===== src/rtl/freecell_pkg.sv =====
`default_nettype none
// ============================================================================
// Module      : freecell_pkg
// Description : Shared types and constants for the FreeCell move feeder:
//               location encoding, card constants, feeder states, move record.
// Revision    : 1.0 - initial release
// ============================================================================
package freecell_pkg;

    // Location classes in the upper two bits of a 4-bit location code
    localparam logic [1:0] LOC_FREE = 2'b10;
    localparam logic [1:0] LOC_HOME = 2'b11;

    // A home source is never legal to the player, so C/C never commits
    localparam logic [3:0] MOVE_NOP = 4'hC;

    // Suits
    localparam logic [1:0] SUIT_S = 2'd0;
    localparam logic [1:0] SUIT_C = 2'd1;
    localparam logic [1:0] SUIT_H = 2'd2;
    localparam logic [1:0] SUIT_D = 2'd3;

    // Ranks
    localparam logic [3:0] RANK_ACE   = 4'd1;
    localparam logic [3:0] RANK_TWO   = 4'd2;
    localparam logic [3:0] RANK_THREE = 4'd3;
    localparam logic [3:0] RANK_FOUR  = 4'd4;
    localparam logic [3:0] RANK_FIVE  = 4'd5;
    localparam logic [3:0] RANK_SIX   = 4'd6;
    localparam logic [3:0] RANK_SEVEN = 4'd7;
    localparam logic [3:0] RANK_EIGHT = 4'd8;
    localparam logic [3:0] RANK_NINE  = 4'd9;
    localparam logic [3:0] RANK_TEN   = 4'd10;
    localparam logic [3:0] RANK_JACK  = 4'd11;
    localparam logic [3:0] RANK_QUEEN = 4'd12;
    localparam logic [3:0] RANK_KING  = 4'd13;

    typedef enum logic [1:0] {
        IDLE   = 2'd0,
        PLAY   = 2'd1,
        SETTLE = 2'd2,
        DONE   = 2'd3
    } feeder_state_t;

    typedef struct packed {
        logic [3:0] src;
        logic [3:0] dst;
    } move_t;

    // True when a location code refers to a home pile
    function automatic logic is_home(input logic [3:0] loc);
        return (loc[3:2] == LOC_HOME);
    endfunction

endpackage : freecell_pkg
`default_nettype wire


===== src/rtl/freecell_move_buffer.sv =====
`default_nettype none
// ============================================================================
// Module      : freecell_move_buffer
// Description : DEPTH x 8 move store with write pointer, read position and
//               fill count. Reads are combinational from the read position;
//               a write landing on an empty buffer is forwarded to the read
//               port so a same-cycle load can be played immediately.
// Revision    : 1.0 - initial release
// ============================================================================
module freecell_move_buffer
    import freecell_pkg::*;
#(
    parameter  int DEPTH = 64,
    localparam int AW    = $clog2(DEPTH),
    localparam int CW    = $clog2(DEPTH + 1)
) (
    input  logic  clock,
    input  logic  reset,
    input  logic  i_clr,
    input  logic  i_wr_en,
    input  move_t i_wr_data,
    input  logic  i_rd_adv,
    output move_t o_rd_data,
    output logic  o_full,
    output logic  o_empty,
    output logic  o_rd_done
);

    move_t          r_mem [DEPTH];
    logic [AW-1:0]  r_wr_ptr;
    logic [CW-1:0]  r_count;
    logic [CW-1:0]  r_rd_cnt;

    logic           w_wr;
    logic           w_rd;
    logic           w_fwd;

    assign o_full    = (r_count == CW'(DEPTH));
    assign o_empty   = (r_count == '0);
    assign o_rd_done = (r_rd_cnt == r_count);

    assign w_wr  = i_wr_en & ~o_full;
    assign w_fwd = o_rd_done & w_wr;
    // Reading never runs past the stored entries (plus a forwarded write)
    assign w_rd  = i_rd_adv & (~o_rd_done | w_wr);

    assign o_rd_data = w_fwd ? i_wr_data : r_mem[r_rd_cnt[AW-1:0]];

    // Storage array; contents are intentionally left uninitialised on reset
    always_ff @(posedge clock) begin
        if (w_wr) begin
            r_mem[r_wr_ptr] <= i_wr_data;
        end
    end

    // Pointer and count bookkeeping
    always_ff @(posedge clock) begin
        if (reset || i_clr) begin
            r_wr_ptr <= '0;
            r_count  <= '0;
            r_rd_cnt <= '0;
        end else begin
            if (w_wr) begin
                r_wr_ptr <= r_wr_ptr + 1'b1;
                r_count  <= r_count + 1'b1;
            end
            if (w_rd) begin
                r_rd_cnt <= r_rd_cnt + 1'b1;
            end
        end
    end

endmodule : freecell_move_buffer
`default_nettype wire


===== src/rtl/freecell_move_feeder.sv =====
`default_nettype none
// ============================================================================
// Module      : freecell_move_feeder
// Description : Replays a host-loaded list of moves into the FreeCell player
//               one move per issue slot, stopping early on win or abort, and
//               reports the outcome and the number of moves presented.
// Revision    : 1.0 - initial release
// ============================================================================
module freecell_move_feeder
    import freecell_pkg::*;
#(
    parameter  int DEPTH = 64,
    parameter  int PACE  = 1,
    localparam int IW    = $clog2(DEPTH + 1)
) (
    input  logic          clock,
    input  logic          reset,
    input  logic          load_valid,
    input  logic [7:0]    load_move,
    output logic          load_ready,
    input  logic          start,
    input  logic          abort,
    input  logic          clear,
    input  logic          win,
    output logic [3:0]    source,
    output logic [3:0]    dest,
    output logic          busy,
    output logic          done,
    output logic          won,
    output logic [IW-1:0] issued
);

    localparam int PW = (PACE > 1) ? $clog2(PACE) : 1;

    feeder_state_t  r_state;
    feeder_state_t  w_state_next;

    logic [3:0]     r_source;
    logic [3:0]     r_dest;
    logic           r_busy;
    logic           r_done;
    logic           r_won;
    logic [IW-1:0]  r_issued;
    logic [PW-1:0]  r_pace;

    logic [3:0]     w_source_next;
    logic [3:0]     w_dest_next;
    logic           w_won_next;
    logic [IW-1:0]  w_issued_next;
    logic [IW-1:0]  w_issued_inc;
    logic [PW-1:0]  w_pace_next;
    logic           w_slot_end;

    logic           w_load_fire;
    logic           w_rd_adv;
    logic           w_buf_clr;
    move_t          w_rd_data;
    logic           w_full;
    logic           w_empty;
    logic           w_rd_done;

    assign load_ready  = (r_state == IDLE) & ~w_full;
    assign w_load_fire = load_valid & load_ready;
    assign w_slot_end  = (r_pace == PW'(PACE - 1));
    assign w_issued_inc = (r_issued == IW'(DEPTH)) ? r_issued : r_issued + 1'b1;

    freecell_move_buffer #(
        .DEPTH (DEPTH)
    ) u_buffer (
        .clock     (clock),
        .reset     (reset),
        .i_clr     (w_buf_clr),
        .i_wr_en   (w_load_fire),
        .i_wr_data (move_t'(load_move)),
        .i_rd_adv  (w_rd_adv),
        .o_rd_data (w_rd_data),
        .o_full    (w_full),
        .o_empty   (w_empty),
        .o_rd_done (w_rd_done)
    );

    // Next-state and next-output decode; win outranks abort outranks progress
    always_comb begin
        w_state_next  = r_state;
        w_source_next = MOVE_NOP;
        w_dest_next   = MOVE_NOP;
        w_won_next    = r_won;
        w_issued_next = r_issued;
        w_pace_next   = r_pace;
        w_rd_adv      = 1'b0;
        w_buf_clr     = 1'b0;

        case (r_state)
            IDLE: begin
                if (start) begin
                    if (!w_empty || w_load_fire) begin
                        // First slot boundary coincides with the start edge
                        w_state_next  = PLAY;
                        w_source_next = w_rd_data.src;
                        w_dest_next   = w_rd_data.dst;
                        w_rd_adv      = 1'b1;
                        w_issued_next = IW'(1);
                        w_pace_next   = '0;
                    end else begin
                        w_state_next  = DONE;
                        w_won_next    = win;
                        w_issued_next = '0;
                    end
                end
            end

            PLAY: begin
                if (win) begin
                    w_state_next = DONE;
                    w_won_next   = 1'b1;
                end else if (abort) begin
                    w_state_next = DONE;
                    w_won_next   = win;
                end else if (w_slot_end) begin
                    if (w_rd_done) begin
                        w_state_next = SETTLE;
                    end else begin
                        w_source_next = w_rd_data.src;
                        w_dest_next   = w_rd_data.dst;
                        w_rd_adv      = 1'b1;
                        w_issued_next = w_issued_inc;
                        w_pace_next   = '0;
                    end
                end else begin
                    w_pace_next = r_pace + 1'b1;
                end
            end

            // One NOP cycle lets the player commit the final move
            SETTLE: begin
                w_state_next = DONE;
                w_won_next   = win;
            end

            DONE: begin
                if (clear) begin
                    w_state_next  = IDLE;
                    w_buf_clr     = 1'b1;
                    w_issued_next = '0;
                    w_won_next    = 1'b0;
                    w_pace_next   = '0;
                end
            end

            default: begin
                w_state_next = IDLE;
            end
        endcase
    end

    // State register
    always_ff @(posedge clock) begin
        if (reset) begin
            r_state <= IDLE;
        end else begin
            r_state <= w_state_next;
        end
    end

    // Registered outputs and counters
    always_ff @(posedge clock) begin
        if (reset) begin
            r_source <= MOVE_NOP;
            r_dest   <= MOVE_NOP;
            r_busy   <= 1'b0;
            r_done   <= 1'b0;
            r_won    <= 1'b0;
            r_issued <= '0;
            r_pace   <= '0;
        end else begin
            r_source <= w_source_next;
            r_dest   <= w_dest_next;
            r_busy   <= (w_state_next == PLAY) || (w_state_next == SETTLE);
            r_done   <= (w_state_next == DONE);
            r_won    <= w_won_next;
            r_issued <= w_issued_next;
            r_pace   <= w_pace_next;
        end
    end

    assign source = r_source;
    assign dest   = r_dest;
    assign busy   = r_busy;
    assign done   = r_done;
    assign won    = r_won;
    assign issued = r_issued;

endmodule : freecell_move_feeder
`default_nettype wire


===== config.mk =====
export PLATFORM = sky130hd
export DESIGN_NAME = freecell_move_feeder
export DESIGN_NICKNAME = d
export VERILOG_FILES = /design/src/rtl/freecell_pkg.sv /design/src/rtl/freecell_move_buffer.sv /design/src/rtl/freecell_move_feeder.sv
export SDC_FILE = /design/constraint.sdc
export NUM_CORES = 1
export LEC_CHECK = 0
export ABC_AREA = 1
export CAP_MARGIN = 20
export CORE_ASPECT_RATIO = 1.1
export CORE_MARGIN = 4
export CORE_UTILIZATION = 52
export CTS_CLUSTER_SIZE = 12
export DETAILED_ROUTE_END_ITERATION = 7
export GPL_TIMING_DRIVEN = 0
export PLACE_DENSITY = 0.68
export SYNTH_ARGS = -nofsm -noshare
export SYNTH_HDL_FRONTEND = slang
export SYNTH_SLANG_ARGS = --single-unit

===== constraint.sdc =====
create_clock -name clock -period 4.65 [get_ports clock]
set_clock_uncertainty 0.1 [all_clocks]
set_input_delay 0.6975 -clock clock [delete_from_list [all_inputs] [get_ports clock]]
set_output_delay 0.6975 -clock clock [all_outputs]
set_load 0.01 [all_outputs]

==> results.rst <==
.. list-table::
   :header-rows: 1

   * - Metric
     - Value
   * - Setup tns final
     - 0 ps
   * - Combinational family with the most area after synthesis
     - simple AND/OR/NAND/NOR gates
   * - Met2 WL post-DR
     - between 30000 and 40000 um
   * - Critical path peak fanout
     - 10
   * - Syn-to-layout area delta
     - 12.1%
   * - Number of levels the H-tree was split into
     - 2
   * - Clock buffer count from CTS
     - between 50 and 60
   * - Count of filler cells inserted in the layout
     - 3635
   * - Number of nets in the layout
     - roughly 2200
   * - Number of enable-type register cells in the synthesized netlist
     - ~500
   * - Post-synth net total
     - ~2100
   * - Routed length on met3
     - 7180 um
   * - Shortest clock period the worst path allows after layout
     - 3610 ps
   * - Starting DRC count in detailed routing
     - 2264
   * - Post-CTS clock slew at the launch and capture registers of the worst setup and hold paths
     - about 60 ps
   * - Critical path data required time
     - 4770 ps
   * - Detail-routed via count per cell
     - 5.94
   * - Clock buffer depth
     - 3
   * - Proportion of synthesized chip area in sequential cells
     - 69.9%
   * - M1 wire length
     - about 26000 um
   * - Antenna Cells
     - 0
   * - Post-layout total power
     - 11.1 mW
   * - Synthesized area per cell
     - 11.2 um2
   * - Maximum number of pins on one net before global-route repair
     - 51
   * - Critical path endpoint category
     - register
   * - Share of the core filled with cells in the final layout
     - 58.9%
   * - Basic-gate share of the synthesized area counting and, or, nand and nor cells
     - 23.9%
   * - Worst Hold Slack
     - between 400 and 500 ps
   * - First-pass GRT wire length
     - 100000 um
   * - Starting density of the core
     - 52.5%
   * - Wire length per cell
     - between 20 and 25 um
   * - Peak Freq
     - approximately 0.28 GHz
   * - Number of hold violations in the final report
     - 0
   * - Total Routing Usage GR
     - roughly 28%
   * - Number of synthesized register bits
     - 558
   * - Area of the core region
     - 44400 um2
   * - Total of buffers placed on input and output ports
     - 33
   * - Top metal layer carrying routed signals
     - met5
   * - Cell types occupying the most area after synthesis
     - sky130_fd_sc_hd__edfxtp_1 (66%), sky130_fd_sc_hd__nand2_1 (11%), sky130_fd_sc_hd__nand3_1 (10%), sky130_fd_sc_hd__dfxtp_1 (3.9%), sky130_fd_sc_hd__nor2_1 (1.5%)
   * - Path type of the worst setup path
     - register to register
   * - Power per unit of standard cell area
     - 424 nW/um2
   * - TritonCTS clock tree
     - built
   * - Die footprint
     - 48300 um2
   * - Unrepaired setup endpoints after global routing
     - false
   * - Clock tree sinks
     - 558
   * - Dominant cell type by area after synthesis
     - sky130_fd_sc_hd__edfxtp_1
   * - Max-slew headroom
     - 19.9%
   * - Vias in the first global route
     - 15966
   * - Post-CTS setup buffer count
     - 0
   * - Share of synthesized cell area in full adder, half adder and majority cells
     - less than 1%
   * - Share of the synthesized area in the top cell type
     - 65.9%
   * - I/O pin count
     - 34
   * - Worst hold-check path type
     - register to register
   * - Synthesized-area fraction occupied by ao, oa, aoi and oai cells
     - 1.22%
   * - Vias post-DR
     - 16607
   * - Finish-stage setup viols
     - 0
   * - Number of instances in the synthesized netlist
     - 2082
   * - Max Cap Viol
     - 0
   * - Final period utilization
     - 77.6%
   * - Clock insertion delay at the later pin of the skew report
     - 610 ps
   * - Startpoint kind of the worst setup timing path
     - register
   * - Worst voltage drop across the vdd grid
     - 0.367 mV
   * - Data arrival, critical path
     - 3730 ps
   * - Placer congestion estimate
     - 0.934
   * - Outcome
     - finished clean
   * - Final Max Slew Viols
     - 0
   * - Leading register cell type out of synthesis
     - sky130_fd_sc_hd__edfxtp_1
   * - Fraction of layout cells with a size suffix above 1
     - 9.13%
   * - Detailed Routing Iterations Pass 1
     - 6
   * - Actual slew at the worst max-slew pin
     - 1200 ps
   * - Count of antenna-violating nets left after detailed routing
     - 0
   * - Leftover overflow at the end of global routing
     - 0
   * - Number of antenna violations at the first check in global routing
     - 2
   * - Number of cell rows
     - 81
   * - HPWL after detailed placement
     - 47300 um
   * - Synth warn
     - 0
   * - Worst slack after detailed placement
     - 808 ps
   * - Fraction of synthesis flops using an asynchronous set or reset pin
     - 0%
   * - Leading post-synthesis cells by instance count
     - sky130_fd_sc_hd__nand2_1 (659), sky130_fd_sc_hd__edfxtp_1 (512), sky130_fd_sc_hd__nand3_1 (489)
   * - Width of the die
     - roughly 210 um
   * - Top-count cell post-synth
     - sky130_fd_sc_hd__nand2_1
   * - Netlist area before placement
     - 23300 um2
   * - Final setup slack of the worst path
     - between 1000 and 1500 ps
   * - Synth Area in XOR/XNOR
     - 0.563%
   * - Pleak
     - 9.38 nW
   * - Hold-fix buffer count after cts
     - 0
   * - Count of different cell masters after synthesis
     - 41
   * - Drc violations
     - 0
   * - Cell chosen for the clock root
     - sky130_fd_sc_hd__clkbuf_16
   * - Detailed Route WL
     - 68500 um
   * - Multiplexer area fraction after synthesis
     - 0%
   * - Die Y
     - 230 um
   * - Resized cells post-CTS
     - 0
[final cells by class]
type | instances | area, um2 | share of cell area (%)
Buffer | 114 | 723 | 2.77
Clock buffer | 76 | 1550 | 5.93
Clock inverter | 12 | 52.6 | 0.201
Inverter | 55 | 219 | 0.838
Multi-Input combinational cell | 1355 | 6090 | 23.3
Sequential cell | 558 | 16300 | 62.4
Tap cell | 581 | 727 | 2.78
Timing Repair Buffer | 43 | 473 | 1.81
[critical path, stage by stage (launching register included)]
cell,delay (ps)
sky130_fd_sc_hd__dfxtp_1,390
sky130_fd_sc_hd__inv_1,100
sky130_fd_sc_hd__ha_1,220
sky130_fd_sc_hd__nand3_2,80
sky130_fd_sc_hd__or2_4,130
sky130_fd_sc_hd__nand3_4,60
sky130_fd_sc_hd__buf_6,160
sky130_fd_sc_hd__inv_4,100
sky130_fd_sc_hd__nand4_1,680
sky130_fd_sc_hd__nor2_1,1190
[cell families (layout without fill, tap and decap cells)]
logic type / Yosys count / in the layout
AND/OR/NAND/NOR: 1280 / 1280
flip-flops: 558 / 558
adder cells (fa/ha/maj): 7 / 7
AO/OA/AOI/OAI: 53 / 53
XOR/XNOR: 15 / 15
buffers and inverters: 169 / 300
[final timing paths]
| check | startpoint | endpoint | slack, ps | cells past startpoint |
|---|---|---|---|---|
| max | u_buffer.r_count[0] | u_buffer.r_mem[54][7] | 1040 | 9 |
| min | u_buffer.r_rd_cnt[6] | u_buffer.r_rd_cnt[6] | 410 | 2 |
| max reg2reg | u_buffer.r_count[0] | u_buffer.r_mem[54][7] | 1040 | 9 |
| min reg2reg | u_buffer.r_rd_cnt[6] | u_buffer.r_rd_cnt[6] | 410 | 2 |
[flip-flops by register name, indices dropped and copies added (netlist names), named ones only]
register / count
busy: 1
dest: 4
done: 1
issued: 7
r_state: 2
source: 4
u_buffer.r_count: 7
u_buffer.r_mem: 512
u_buffer.r_rd_cnt: 7
u_buffer.r_wr_ptr: 6
won: 1
[power by group]
part	internal (mW)	switching, mW
clock network	2.29	1.81
registers	5.51	0.0234
logic	0.425	1.01
[metrics by stage]
| stage | std cells | area, um2 |
|---|---|---|
| after floorplan | 2082 | 23300 |
| after global placement | 2696 | 24400 |
| after detailed placement | 2706 | 24500 |
| after CTS | 2794 | 26100 |
| after global routing | 2794 | 26100 |
| final | 2794 | 26100 |
[per-layer routing]
metal,GRT usage (%),vias up
li1,-,7468
met1,37.2,7957
met2,45.1,967
met3,5.84,213
met4,12.0,2
met5,0,-
[cell usage in the layout (no fill, tap or decap), types with 5 or more instances in the layout]
master | Yosys | final
sky130_fd_sc_hd__clkbuf_16 | 0 | 58
sky130_fd_sc_hd__o21ai_0 | 11 | 11
sky130_fd_sc_hd__buf_2 | 41 | 49
sky130_fd_sc_hd__nand3_1 | 489 | 489
sky130_fd_sc_hd__nand4_1 | 7 | 7
sky130_fd_sc_hd__o21ai_1 | 5 | 5
sky130_fd_sc_hd__buf_4 | 37 | 37
sky130_fd_sc_hd__nand2_1 | 659 | 659
sky130_fd_sc_hd__buf_1 | 11 | 11
sky130_fd_sc_hd__dfxtp_1 | 46 | 46
sky130_fd_sc_hd__clkdlybuf4s50_1 | 0 | 25
sky130_fd_sc_hd__clkbuf_1 | 11 | 26
sky130_fd_sc_hd__clkinv_2 | 0 | 6
sky130_fd_sc_hd__buf_12 | 0 | 8
sky130_fd_sc_hd__xnor2_1 | 10 | 10
sky130_fd_sc_hd__a21oi_1 | 30 | 30
sky130_fd_sc_hd__xor2_1 | 5 | 5
sky130_fd_sc_hd__clkinv_1 | 3 | 9
sky130_fd_sc_hd__nor3_1 | 12 | 10
sky130_fd_sc_hd__buf_6 | 14 | 16
sky130_fd_sc_hd__nor2_1 | 93 | 93
sky130_fd_sc_hd__ha_1 | 7 | 7
sky130_fd_sc_hd__edfxtp_1 | 512 | 512
sky130_fd_sc_hd__inv_1 | 46 | 46
(Power assumes the default switching activity.)
